## src/rtl/serial_to_parallel_rx_if.sv

```systemverilog
// serial_to_parallel_rx_if: serial bit input and byte output bundle for the rx deserializer
//   data_in   : serial data, MSB of each byte first (master -> slave)
//   data_out  : last accepted byte (slave -> master)
//   valid_out : data_out holds a non-idle byte received after lock (slave -> master)
//   active    : lock achieved, sticky until reset (slave -> master)
interface serial_to_parallel_rx_if;
  logic       data_in;
  logic [7:0] data_out;
  logic       valid_out;
  logic       active;
  modport master (output data_in, input data_out, valid_out, active);
  modport slave (input data_in, output data_out, valid_out, active);
endinterface

```

## src/rtl/serial_to_parallel_rx.sv

```systemverilog
// serial_to_parallel_rx: MSB-first byte deserializer that locks on IDLE_CHAR training
//   clk_32f : serial bit clock, all logic on posedge
//   reset   : synchronous, active-low
//   rx      : serial_to_parallel_rx_if.slave (data_in in; data_out, valid_out, active out)
//   Optional build macro SP_COMMA_REALIGN_EN: while searching, any cycle whose last
//   eight bits equal IDLE_CHAR is taken as a byte boundary, realigning the framing.
module serial_to_parallel_rx #(
  parameter logic [7:0] IDLE_CHAR    = 8'hBC,
  parameter int         BC_THRESHOLD = 4
) (
  input  logic                     clk_32f,
  input  logic                     reset,
  serial_to_parallel_rx_if.slave   rx
);
  typedef enum logic {SEARCH, ACTIVE} state_t;
  state_t      state_q, state_d;
  logic [6:0]  shift_q, shift_d;
  logic [2:0]  bit_cnt_q, bit_cnt_d;
  logic [3:0]  bc_cnt_q, bc_cnt_d;
  logic [7:0]  data_q, data_d;
  logic        valid_q, valid_d;
  logic [7:0]  byte_w;
  logic        is_idle, realign, decide;
  always_comb begin
    byte_w = {shift_q, rx.data_in};
    is_idle = byte_w == IDLE_CHAR;
`ifdef SP_COMMA_REALIGN_EN
    realign = state_q == SEARCH && is_idle;
`else
    realign = 1'b0;
`endif
    decide = bit_cnt_q == 3'd7 || realign;
    shift_d = byte_w[6:0];
    bit_cnt_d = realign ? 3'd0 : bit_cnt_q + 3'd1;
    bc_cnt_d = bc_cnt_q;
    state_d = state_q;
    data_d = data_q;
    valid_d = valid_q;
    if (decide && state_q == SEARCH) begin
      // saturate at the threshold so a long training run never wraps the count
      bc_cnt_d = !is_idle ? 4'd0 : bc_cnt_q == 4'(BC_THRESHOLD) ? bc_cnt_q : bc_cnt_q + 4'd1;
      state_d = is_idle && bc_cnt_q + 4'd1 >= 4'(BC_THRESHOLD) ? ACTIVE : SEARCH;
    end
    if (decide && state_q == ACTIVE) begin
      valid_d = !is_idle;
      data_d = is_idle ? data_q : byte_w;
    end
  end
  always_ff @(posedge clk_32f) begin
    if (!reset) begin
      state_q <= SEARCH;
      shift_q <= '0;
      bit_cnt_q <= '0;
      bc_cnt_q <= '0;
      data_q <= '0;
      valid_q <= 1'b0;
    end else begin
      state_q <= state_d;
      shift_q <= shift_d;
      bit_cnt_q <= bit_cnt_d;
      bc_cnt_q <= bc_cnt_d;
      data_q <= data_d;
      valid_q <= valid_d;
    end
  end
  assign rx.data_out = data_q;
  assign rx.valid_out = valid_q;
  assign rx.active = state_q == ACTIVE;
endmodule

```

## src/flat_wrapper.sv

```systemverilog
// flat-port wrapper written by rule: the top's interface ports become plain ports
module serial_to_parallel_rx_flat 
#(
  parameter logic [7:0] IDLE_CHAR    = 8'hBC,
  parameter int         BC_THRESHOLD = 4
)
  (clk_32f, reset, rx_data_in, rx_data_out, rx_valid_out, rx_active);
  serial_to_parallel_rx_if rx_i ();
  input  logic clk_32f;
  input  logic reset;
  input wire logic [$bits(rx_i.data_in)-1:0] rx_data_in;
  output wire logic [$bits(rx_i.data_out)-1:0] rx_data_out;
  output wire logic [$bits(rx_i.valid_out)-1:0] rx_valid_out;
  output wire logic [$bits(rx_i.active)-1:0] rx_active;
  assign rx_i.data_in = rx_data_in;
  assign rx_data_out = rx_i.data_out;
  assign rx_valid_out = rx_i.valid_out;
  assign rx_active = rx_i.active;
  serial_to_parallel_rx #(.IDLE_CHAR(IDLE_CHAR), .BC_THRESHOLD(BC_THRESHOLD)) u_core (.clk_32f(clk_32f), .reset(reset), .rx(rx_i));
endmodule
```

## config.mk

```make
export PLATFORM = sky130hd
export DESIGN_NAME = serial_to_parallel_rx_flat
export DESIGN_NICKNAME = d
export VERILOG_FILES = /design/src/rtl/serial_to_parallel_rx_if.sv /design/src/rtl/serial_to_parallel_rx.sv /design/src/flat_wrapper.sv
export SDC_FILE = /design/constraint.sdc
export NUM_CORES = 1
export LEC_CHECK = 0
export CORE_ASPECT_RATIO = 1.5
export CORE_UTILIZATION = 37
export DETAILED_ROUTE_END_ITERATION = 8
export PLACE_DENSITY_LB_ADDON = 0.1
export SKIP_CTS_REPAIR_TIMING = 1
export SYNTH_ARGS = -nofsm -noshare
export SYNTH_HDL_FRONTEND = slang
export SYNTH_SLANG_ARGS = --single-unit
```

## constraint.sdc

```tcl
create_clock -name clk_32f -period 2.94 [get_ports clk_32f]
set_input_delay 0.588 -clock clk_32f [delete_from_list [all_inputs] [get_ports clk_32f]]
set_output_delay 0.588 -clock clk_32f [all_outputs]
set_load 0.02 [all_outputs]
```

# --- After elaboration in Yosys (flattened, before gate mapping) ---
# Index checks and enable logic that the tools add are counted.
op_classes:
  n_eq_ne: 4
  addsub: 2
  reduce_logical: 6
  order_cmp: 1
  mux: 3
  bitwise_logic: 2
op_table:
  columns: ["operator", "n"]
  rows:
  - ["equality test 8 bit (second input constant)", 1]
  - ["2-to-1 mux 4 bit", 2]
  - ["adder 4 x 1 -> 4 bit (second input constant)", 1]
  - ["equality test 4 x 3 -> 1 bit (second input constant)", 1]
  - [">= comparator 4 x 3 -> 1 bit (second input constant)", 1]
  - ["AND reduction 2 bit", 2]
  - ["adder 3 x 1 -> 3 bit (second input constant)", 1]
  - ["equality test 3 bit (second input constant)", 1]
  - ["logical AND 1 bit", 3]
  - ["inequality test 2 bit (second input constant)", 1]
  - ["NOT 1 bit", 2]
  - ["logical NOT 1 bit", 1]
  - ["2-to-1 mux 1 bit", 1]
totals:
  output_inout_bits: 10
  inputBits: 3
  ff_bits: 24

# --- Depth between registers and ports, before layout ---
# Gate-level depths: netlist (run 1).
depth:
  word_depth: 4
  mapped_depth: 6
  ltp_nobuf: 6

# --- Worst setup path after synthesis (run 1) ---
# No wires, ideal clock.
synth_timing:
  path_kind: "input-to-reg"
  from: "input rx_data_in"
  to: "register u_core.valid_q (netlist: u_core.rx.valid_out)"
  arrival_time_ns: 1.754
  path_stages: 4
  path_buffers: 0
  setup_time_ns: 0.115
  setup_slack_ns: 1.071
  cell_sequence: "or4b_4 nor3_4 nor2_2 o21a_1"
synth_via:
  elab_chain_len: 2
synth_rtl:
  columns: ["element", "line", "source"]
  rows:
  - ["from (decl)", "flat_wrapper.sv:11", "input wire logic [$bits(rx_i.data_in)-1:0] rx_data_in;"]
  - ["equality test 8 bit", "serial_to_parallel_rx.sv:26", "is_idle = byte_w == IDLE_CHAR;"]
  - ["logical NOT 1 bit", null, null]
  - ["to (signal assigned)", "serial_to_parallel_rx.sv:63", "valid_q <= valid_d;"]
  - ["to (decl)", "serial_to_parallel_rx.sv:21", "logic valid_q, valid_d;"]
# Every way passes these cells.
# A chain may end at the register's enable or synchronous reset.

# --- Worst setup path in the final report (run 1) ---
# Ends and elaborated chain as after synthesis.

==> key figures, run 1 <==
Synth
  • Primary FF master, synth: dfxtp_1
  • XOR/XNOR Fraction of Synth Area: 0.00895
  • Synth Area in Simple Gates: 0.240
  • Top cells by area, synth: dfxtp_1, nand2_1, ha_1
  • Post-Syn Area per Cell: ~9.4 µm²
  • Synth warnings: 0
  • Area leader, netlist: dfxtp_1
  • Post-Synthesis Cells: roughly 100
  • Commonest cells in the netlist: dfxtp_1, nand2_1, inv_1
  • EDFF count, synth: 0
  • Post-Syn Nets: 111
  • Post-Syn Area: 978 µm²
  • Sequential area share after synthesis: 0.491
  • Largest family of logic cells by synthesized area: simple AND/OR/NAND/NOR gates
  • Synthesis-stage register bit count: 24
  • Cell with the most instances after synthesis: dfxtp_1
  • Adder-cell share of the synthesized area: 0.0512
  • Synth top area share: 0.491
  • Synth Area in Compound Gates: 0.132
  • Post-synthesis mux area share: 0.0307
  • Cell variety after synth: 29
  • Async set or reset register ratio after synthesis: 0

Timing
  • Setup TNS: 0 ps
  • Worst rel slew slack: 0.589
  • Setup Skew: 5.73 ps
  • Final setup violation count: 0
  • Fin worst setup slack: about 850 ps
  • RSZ-0062 raised after global routing: false
  • Max frequency: 479 MHz
  • Worst-margin pin slew: 615 ps
  • Crit share post-route: 0.711
  • Slew Viols, Final: 0
  • Hold Vio Cnt, Final: 0
  • Minimum clock period: roughly 2100 ps

Floorplan
  • I/O pin count: 13
  • Initial Utilization: 0.395
  • Die W: roughly 44 µm
  • Chip height: 65.0 µm
  • FP Rows: 22
  • Die area: roughly 0.0029 mm²
  • Core Area: 0.00248 mm²

Worst setup path
  • R2r startpoint: u_core.shift_q[0]
  • Worst setup path class: in2reg
  • Crit Reg-Reg Endpoint: u_core.rx.valid_out
  • Req. time, crit path: between 3000 and 4000 ps
  • Crit path arrival time: 2300 ps
  • Register-to-register path setup slack: roughly 1200 ps
  • Startpoint Class: input pin
  • Critical path origin: rx_data_in
  • Worst R2R Path Depth: 4
  • Crit end category: flop
  • Max Fanout on Critical Path: 8

Drt
  • DR pass1 iterations: 6
  • WL final: ~1800 µm
  • Final antenna-violating net count: 0
  • Metal3 WL: 43 µm
  • Metal-1 WL: 814 µm
  • DR vias/cell: between 5 and 6
  • Avg WL per Cell: around 12 µm
  • DR iter-0 viols: 21
  • Post-route DRC: 0
  • Via count: between 700 and 800
  • Top Metal Used: met4
  • Metal2 WL: 870 µm

Pwr
  • Switching Power: 104 µW
  • Switch share: 0.201
  • Internal Power: 413 µW
  • Clock Power Share: 0.325
  • PD cells: 447 mW/mm²
  • Maximum vdd ir drop: 0.286 mV
  • Comb pwr share: 0.031
  • Sequential power share: 0.645
  • LEAKAGE: about 0.00048 µW

Outcome
  • Status: complete, no violations

Global route
  • Initial antenna violation count: 0
  • Gr usage total: 0.147
  • Vias in the first global route: ~750
  • Global-route wire length before repair: 3170 µm
  • Largest net degree at the start of global routing: 20
  • Grt ovf: 0

Min path
  • Worst Hold Path Cells: 1
  • Hold_sp: u_core.bit_cnt_q[0]
  • Hold Path End: u_core.bit_cnt_q[0]
  • Hold WC Path Type: reg2reg

CTS
  • Clk root buf: clkbuf_4
  • H-tree Lvls: 1
  • CTS tree: done
  • Worst-skew pair later-pin latency: 300 ps
  • Clk sink count: 24
  • Clock transition at path regs: 130 ps
  • Clk buf depth: 2
  • Number of buffers created by CTS: 3

Placed design
  • DP Area: 0.00112 mm²
  • Gp weighted congestion: between 0.7 and 0.8
  • DPL Wire Length: 1290 µm
  • Pre-CTS WS: about 520 ps
  • Post-Place Cells: 137
  • IO buf count: 12

Cells and area
  • Final nets: between 100 and 150
  • # diodes: 0
  • Final Non-Filler Cells: 141
  • Final Core Density: 0.467
  • Ratio of cells with drive above 1 in the final layout: 0.103
  • Design Area, Final: 0.00116 mm²
  • Layout area overhead: 18.3%

Job
  • Max cap viols: 0
==> worst max-delay path, cell delays in order <==
cell and delay (ps):
clkdlybuf4s50_1 420, or4b_4 570, nor3_4 370, nor2_2 150
o21a_1 200
==> worst max path at each step <==
stage	endpoint	cells after the start
global placement	u_core.rx.valid_out	5
global route	u_core.rx.valid_out	5
finish	u_core.rx.valid_out	5
floorplan	u_core.rx.valid_out	4
CTS	u_core.rx.valid_out	5
detailed placement	u_core.rx.valid_out	5
==> state kept, by name (all words and copies together) (netlist names) <==
signal               cells
u_core.rx.active         1
u_core.bit_cnt_q         3
u_core.bc_cnt_q          4
u_core.rx.valid_out      1
u_core.rx.data_out       8
u_core.shift_q           7
==> metal layers <==
layer	vias up	GRT usage
li1	386	-
met1	350	0.175
met2	11	0.243
met3	2	0.0251
met4	0	0.0795
met5	-	0
==> per-stage QoR <==
step	hold slack (ps)	total power (µW)
floorplan	398	351
detailed placement	418	357
global placement	409	357
CTS	440	527
finish	437	517
global route	443	545
==> layout make-up <==
| class | instances | area, µm² |
|---|---|---|
| Clock buffer | 4 | 36.3 |
| Fill cell | 252 | 1320 |
| Inverter | 8 | 30.0 |
| Multi-Input combinational cell | 68 | 453 |
| Sequential cell | 24 | 480 |
| Tap cell | 24 | 30.0 |
| Timing Repair Buffer | 13 | 128 |
==> logic make-up after synthesis <==
logic type      count (synthesis)
xor+xnor                        1
buf+inv                        12
mux                             3
flops                          24
fa+ha+maj                       4
compound gates                 17
simple gates                   43
==> power groups by stage <==
stage / logic, µW / clock network (µW) / registers [µW]
5_1_grt: 18.6 / 192 / 335
2_1_floorplan: 10.4 / 0 / 340
3_5_place_dp: 16.2 / 0 / 341
4_1_cts: 16.3 / 177 / 334
6_report: 15.8 / 168 / 334
3_3_place_gp: 15.8 / 0 / 341
==> cells in the final DEF, fill, tap and decap left out, drive strengths merged <==
master	count
nand2b	2
ha	4
nand3b	1
o221a	4
xnor2	1
buf	1
and2	7
a31oi	2
clkdlybuf4s50	12
a21oi	5
a32o	1
inv	8
or4b	1
o22ai	1
nand3	6
mux2i	3
o21a	1
nor3	1
nand4	2
nor4	1
nor2b	1
o211ai	1
clkbuf	4
and3b	1
o311a	1
dfxtp	24
o21ai	1
nor2	6
nand2	14
No activity file was read; power rests on OpenSTA's default activity.
==> run 2: changes to the inputs <==
==> constraint.sdc (replaced) <==
create_clock -name clk_32f -period 1.98 [get_ports clk_32f]
set_input_delay 0.396 -clock clk_32f [delete_from_list [all_inputs] [get_ports clk_32f]]
set_output_delay 0.396 -clock clk_32f [all_outputs]
set_load 0.02 [all_outputs]
==> run 2 against run 1 <==
Effect of this change: clock-buffer cell count decreased by 1; worst hold slack got worse by 4.2 ps; first-iteration DRC count shrank 9.5%; wire length up 0.17%; sequential cell count unchanged; clock skew fell by 3.6 ps; via count up 0.53%; clock power rose by 110%; critical endpoint is now u_core.bc_cnt_q[0]; the flow now finishes with violations (DRC); highest routed layer unchanged.
==> key figures, run 2 (synthesized netlist as in run 1, its figures left out) <==
Worst setup path
  • CP max stage cell: or4b_4
  • Req. time, crit path: 2220 ps
  • Crit-path leading delay family: simple AND/OR/NAND/NOR gates
  • Max Fanout on Critical Path: 7
  • R2r startpoint: u_core.shift_q[0]
  • Crit path arrival time: 2050 ps
  • Worst R2R Path Depth: 5
  • Crit end category: flop
  • Crit Reg-Reg Endpoint: u_core.bc_cnt_q[0]
  • Critical-path cell list: clkdlybuf4s50_1 > or4b_4 > nor3_4 > buf_4 > nand3_1 > a31oi_1
  • Register-to-register path setup slack: 380 ps
  • Startpoint Class: input pin
  • Worst setup path class: in2reg
  • Worst path max stage delay: just under 600 ps
  • Worst path bufs/invs: 2

Global route
  • Grt ovf: 0
  • Gr usage total: 0.144
  • Largest net degree at the start of global routing: 15
  • Vias in the first global route: 709
  • Global-route wire length before repair: 3100 µm
  • Initial antenna violation count: 0

Placed design
  • Pre-CTS WS: -156 ps
  • Post-Place Cells: 139
  • IO buf count: 12
  • DP Area: 0.00114 mm²
  • Gp weighted congestion: 0.784
  • DPL Wire Length: 1300 µm

Drt
  • DR pass1 iterations: 6
  • WL final: 1750 µm
  • DR iter-0 viols: 19
  • DR vias/cell: 5.27
  • Via count: 753
  • Post-route DRC: 1
  • Avg WL per Cell: 12.3 µm
  • Final antenna-violating net count: 0

Pwr
  • Tot Pwr: ~870 µW
  • Maximum vdd ir drop: 0.409 mV
  • Switching Power: roughly 160 µW
  • Sequential power share: 0.570
  • Internal Power: 707 µW
  • PD cells: 731 mW/mm²
  • LEAKAGE: just under 0.0005 µW
  • Comb pwr share: 0.029
  • Switch share: 0.186
  • Clock Power Share: 0.401

Cells and area
  • Design Area, Final: 0.00119 mm²
  • Final Non-Filler Cells: 143
  • Ratio of cells with drive above 1 in the final layout: 0.118
  • Final nets: 127
  • Most common cell after layout, fill and taps aside: dfxtp_1
  • Layout area overhead: 21.5%
  • Largest register FFs: 8
  • Fillers: 247
  • # diodes: 0
  • Commonest non-fill, non-tap cells in the layout: dfxtp_1, nand2_1, clkdlybuf4s50_1, inv_1, and2_1

CTS
  • Clk root buf: clkbuf_4
  • H-tree Lvls: 1
  • Clk buf depth: 2
  • Worst-skew pair later-pin latency: a little over 300 ps
  • Clock transition at path regs: 130 ps
  • Number of buffers created by CTS: 3
  • Clk sink count: 24
  • CTS tree: done

Timing
  • Crit share post-route: 0.911
  • Setup Skew: 2.16 ps
  • Worst rel slew slack: 0.751
  • Hold Vio Cnt, Final: 0
  • Slew Viols, Final: 0
  • Minimum clock period: 1800 ps
  • Final setup violation count: 0
  • Worst-margin pin slew: 373 ps
  • Fin worst setup slack: 176 ps
  • RSZ-0062 raised after global routing: false
  • Max frequency: between 500 and 600 MHz

Min path
  • Hold Path End: u_core.bit_cnt_q[0]
  • Hold_sp: u_core.bit_cnt_q[0]
  • Hold WC Path Type: reg2reg
  • Worst Hold Path Cells: 1

Outcome
  • Status: finished, violations left
  • Failing checks: DRC

Job
  • Max cap viols: 0

Floorplan
  • Die W: roughly 44 µm
  • FP Rows: 22
  • Chip height: 65.0 µm
  • Die area: 0.00286 mm²
  • Core Area: 0.00248 mm²
  • Initial Utilization: 0.395
  • I/O pin count: 13
run 2: layout make-up:
type                    instances  area, µm²  share of cell area
flip-flops and latches         24        480               0.404
multi-input cells              68        453               0.381
repair buffers                 15        143               0.120
clock inverters                 1       30.0              0.0253
inverters                       8       30.0              0.0253
well taps                      24       30.0              0.0253
clock buffers                   3       22.5              0.0189
run 2: through the flow:
stage	hold WS, ps	TNS [ps]	utilization
floorplan	398	0	-
detailed placement	419	-938	0.459
global route	463	0	0.480
global placement	407	-718	0.459
finish	433	0	0.480
CTS	439	0	0.480
run 2: worst max-delay path by stage:
| stage | startpoint | slack, ps | end | depth (start not counted) |
|---|---|---|---|---|
| 6_report | rx_data_in | 180 | u_core.bc_cnt_q[0] | 6 |
| 5_1_grt | rx_data_in | 110 | u_core.bc_cnt_q[0] | 6 |
| 4_1_cts | rx_data_in | 170 | u_core.bc_cnt_q[0] | 6 |
| 3_5_place_dp | rx_data_in | -160 | u_core.bc_cnt_q[0] | 6 |
| 3_3_place_gp | rx_data_in | -110 | u_core.bc_cnt_q[0] | 6 |
| 2_1_floorplan | rx_data_in | 300 | u_core.rx.valid_out | 4 |
run 2: power by group through the flow:
stage | Clock [µW] | Combinational, µW | Sequential, µW
2_1_floorplan | 0 | 15.5 | 505
3_3_place_gp | 0 | 24.7 | 506
3_5_place_dp | 0 | 25.9 | 506
4_1_cts | 363 | 25.9 | 496
5_1_grt | 383 | 30.2 | 497
6_report | 349 | 25.0 | 495
run 2: metal layers:
layer | track usage | wire, µm | up-vias
met3 | 0.0251 | 39 | 2
li1 | - | - | 387
met4 | 0.0795 | 24 | 0
met5 | 0 | 0 | -
met2 | 0.244 | 928 | 11
met1 | 0.165 | 762 | 353
==> RTL edit 1, RTL diff (flow settings as in run 1) <==
Make the reset (`reset`) asynchronous in one clocked block.
--- a/src/rtl/serial_to_parallel_rx.sv
+++ b/src/rtl/serial_to_parallel_rx.sv
@@ -47,5 +47,5 @@
     end
   end
-  always_ff @(posedge clk_32f) begin
+  always_ff @(posedge clk_32f or negedge reset) begin
     if (!reset) begin
       state_q <= SEARCH;
Formal check against the unedited RTL: no difference found for any inputs over 10 cycles, from zero or initial values and one cycle with reset low; that may be too few to reach the edited logic, so the function may still have changed.
==> RTL edit 1 against run 1 <==
First-iteration DRC count is 71% lower; synthesized area down 1.3%; worst setup slack improved by 110 ps; wire length decreased by 11%; final area grew 0.65%; sequential share of layout area grew 10 points; sequential cell count unchanged; synthesized cell count is 34% lower; count of clock-buffer cells in the layout fell by 1; hold slack worse by 33 ps.
Power is not compared: it rests on default switching activity, and its combinational part moved more than twofold at a synthesized area within 25%.
==> RTL edit 1: results <==
[critical_path]
reg2reg_from = u_core.bit_cnt_q[0]$_DFF_PN0_
critPathLaunch = u_core.rx.active$_DFFE_PN0P_
setup.worst_path.class = flip-flop to output pin
r2r_setup_slack_ps = 1280
crit_family = buffers and inverters
ff2ff_path_depth = 5
crit_fanout = 6

[logic_synthesis]
synthTopCellsByCount = 24 x dfrtp_1, 8 x mux2_2, 5 x inv_1
synthArstFlopShare_pct = 100
syn_nets = 76
ys_seq_area_share_pct = 62.2
synthMuxAreaShare_pct = 11.4
synth-xor-area-share_pct = 0
synth-compound-area-share_pct = 9.07
synth_top_cells_by_area = dfrtp_1 62%, mux2_2 9.3%, ha_1 5.2%, mux2i_1 2.1%, inv_1 1.9%

[hold_path]
min_from = u_core.shift_q[5]$_DFF_PN0_
min_to = u_core.shift_q[6]$_DFF_PN0_

[route]
met2_wirelength_um = 799
met3_length_um = 66
drt_iter0_markers = 6
dr.pass1.iters = 3
met1_length_um = 671
viasPerCell = 5.39

[run_status]
status = finished, final reports clean

[global_routing]
grt_pass1_vias = 657
grt_max_degree = 25
grt_usage_pct = 13.6
grt_pass1_wl_um = 2870

[final_layout]
fin_nets = 93
drive_above_1_share_pct = 20.0

[placement]
routabilityCongestion = 0.716

[sta]
finClkSkew_ps = 1.92
[RTL edit 1: cell types whose count changed after synthesis, moves of 2 or more]
cell,before,now
dfxtp_1,24,0
a21oi_1,5,3
nor2_1,5,0
mux2_2,0,8
inv_1,8,5
and2_1,7,0
o31ai_1,0,2
nand2_1,14,4
nand3_1,6,2
o221a_2,4,0
dfrtp_1,0,24
clkbuf_1,3,0
nand4_1,2,0
[RTL edit 1: metal layers]
layer	track usage, %	up-vias
met1	15.8	296
met5	0	-
met3	2.79	2
met4	7.42	0
li1	-	279
met2	22.8	10
[RTL edit 1: cell families after synthesis]
family / after synthesis
buf+inv: 6
mux: 10
compound gates: 12
fa+ha+maj: 4
simple gates: 13
flops: 24
[RTL edit 1: metrics by stage]
stage	instances	hold slack [ps]	setup slack, ps	instance area [µm²]	util (%)
floorplan	69	292	1370	966	-
global placement	105	384	769	1110	45.4
detailed placement	105	385	743	1110	45.4
CTS	109	413	946	1160	47.5
global route	109	430	903	1160	47.5
finish	109	404	957	1160	47.5
[RTL edit 1: power groups by stage]
stage,logic [mW],clock network [mW],registers [mW]
after floorplan,0.00790,0,0.359
after global placement,0.0372,0,0.353
after detailed placement,0.0377,0,0.353
after CTS,0.0378,0.246,0.347
after global routing,0.0403,0.259,0.349
final,0.0367,0.237,0.346
[RTL edit 1: layout make-up]
type,count,share of cell area (%)
Clock buffer,3,1.93
Clock inverter,1,2.58
Tap cell,24,2.58
Sequential cell,24,51.6
Inverter,5,1.61
Multi-Input combinational cell,39,28.8
Timing Repair Buffer,13,11.0
==> RTL edit 2, RTL diff (config.mk and constraints of run 1) <==
Made on the original files. Add a define of `SP_COMMA_REALIGN_EN`.
--- a/src/rtl/serial_to_parallel_rx.sv
+++ b/src/rtl/serial_to_parallel_rx.sv
@@ -5,4 +5,6 @@
 //   Optional build macro SP_COMMA_REALIGN_EN: while searching, any cycle whose last
 //   eight bits equal IDLE_CHAR is taken as a byte boundary, realigning the framing.
+`define SP_COMMA_REALIGN_EN
+
 module serial_to_parallel_rx #(
   parameter logic [7:0] IDLE_CHAR    = 8'hBC,
Function: same outputs for any inputs over 10 cycles, from zero or initial values and one cycle with reset low; that may be too few to reach the edited logic, so the function may still have changed.
==> RTL edit 2 against run 1 <==
Synthesized area rose by 0.13%; worst setup slack improved by 41 ps; critical endpoint is now rx_active; hold slack got worse by 8.8 ps; sequential cell count did not move; power barely moved; maximum frequency rose by 2.0%; wire length fell by 8.4%; largest cell class unchanged; final area fell by 0.22%.
==> RTL edit 2: results <==
[logic_synthesis]
synth_top_cells_by_area = dfxtp_1 49%, mux2i_1 8.2%, nor2b_1 7.0%, ha_1 5.1%, and2_1 3.8%
syn_nets = 104
synthArstFlopShare_pct = 0
synthTopCellsByCount = 24 x dfxtp_1, 11 x nor2b_1, 8 x mux2i_1
yosysMostFrequentCell = dfxtp_1
ys_seq_area_share_pct = 49.0
synth_cell_types = 26
synth_cells = 97

[final_layout]
largest_reg_flops = 8
drive_above_1_share_pct = 7.21
finalNonFillerCells = 135
fin_nets = 119

[critical_path]
crit_family = buffers and inverters
critical-path-slowest-cell = clkdlybuf4s50_1
crit_fanout = 9
cp.arrival_ps = 1460
crit_path_max_incr_delay_ps = 660

[placement]
io_buffer_count = 12
dp_cells = 131
routabilityCongestion = 0.729
dp_hpwl_um = 1190

[global_routing]
grt.met3_usage_pct = 1.67
grt_pass1_vias = 642
grt_max_degree = 24
grt_pass1_wl_um = 2680
grt_usage_pct = 12.3
use_met2_pct = 21.3
grtUsageMet1_pct = 14.4

[run_status]
status = finished, final reports clean

[sta]
timing.hold.ws_ps = 429
finClkSkew_ps = 4.71
slew_headroom_pct = 58.5

[clocking]
root_buffer = clkbuf_4
clock_latency_ps = 310
cts_buffers = 3
cts_max_level = 1
cts.path.max_buffers = 2

[power]
ir_worst_vdd_uv = 264
p_leak_nw = 0.424

[route]
wire_per_inst_um = 11.9
drt_iter0_markers = 6
dr.pass1.iters = 2
vias = 690
## RTL edit 2: cells by family after synthesis
kind of cell / count (synthesis) / synth area share (%)
compound gates: 14 / 9.20
flops: 24 / 49.0
buf+inv: 9 / 4.21
mux: 8 / 8.17
xor+xnor: 2 / 1.79
fa+ha+maj: 4 / 5.11
simple gates: 36 / 22.5
## RTL edit 2: cell type report
class / instances / area [µm²]
clock buffer: 4 / 36.3
tap: 24 / 30.0
multi-input combinational: 64 / 458
sequential: 24 / 480
fill: 248 / 1320
timing repair buffer: 13 / 128
inverter: 6 / 22.5
## RTL edit 2: worst paths after layout
kind | startpoint | to | depth (start not counted)
max reg2reg | u_core.bit_cnt_q[0]$_SDFF_PP0_ | u_core.rx.data_out[6]$_SDFFE_PN0P_ | 7
min reg2reg | u_core.bit_cnt_q[0]$_SDFF_PP0_ | u_core.bit_cnt_q[0]$_SDFF_PP0_ | 1
max | u_core.rx.active$_SDFFE_PN0P_ | rx_active | 1
min | u_core.bit_cnt_q[0]$_SDFF_PP0_ | u_core.bit_cnt_q[0]$_SDFF_PP0_ | 1
## RTL edit 2: metal layers
layer / vias to the layer above / routed length [µm]
met4: 0 / 28
met2: 9 / 824
met5: - / 0
li1: 351 / -
met1: 326 / 710
met3: 4 / 40
## RTL edit 2: where the power goes
group	switching [mW]	internal, mW	leakage, nW
Combinational	0.00811	0.00844	0.209
Clock	0.0915	0.0756	0.0210
Sequential	0.00306	0.331	0.194
## RTL edit 2: per-stage QoR
step / setup WS (ps) / utilization [%] / area, µm² / power (mW)
after global routing: 816 / 46.6 / 1150 / 0.544
final: 891 / 46.6 / 1150 / 0.517
after global placement: 777 / 45.2 / 1120 / 0.358
after detailed placement: 756 / 45.2 / 1120 / 0.358
after floorplan: 1510 / - / 980 / 0.352
after CTS: 868 / 46.6 / 1150 / 0.527
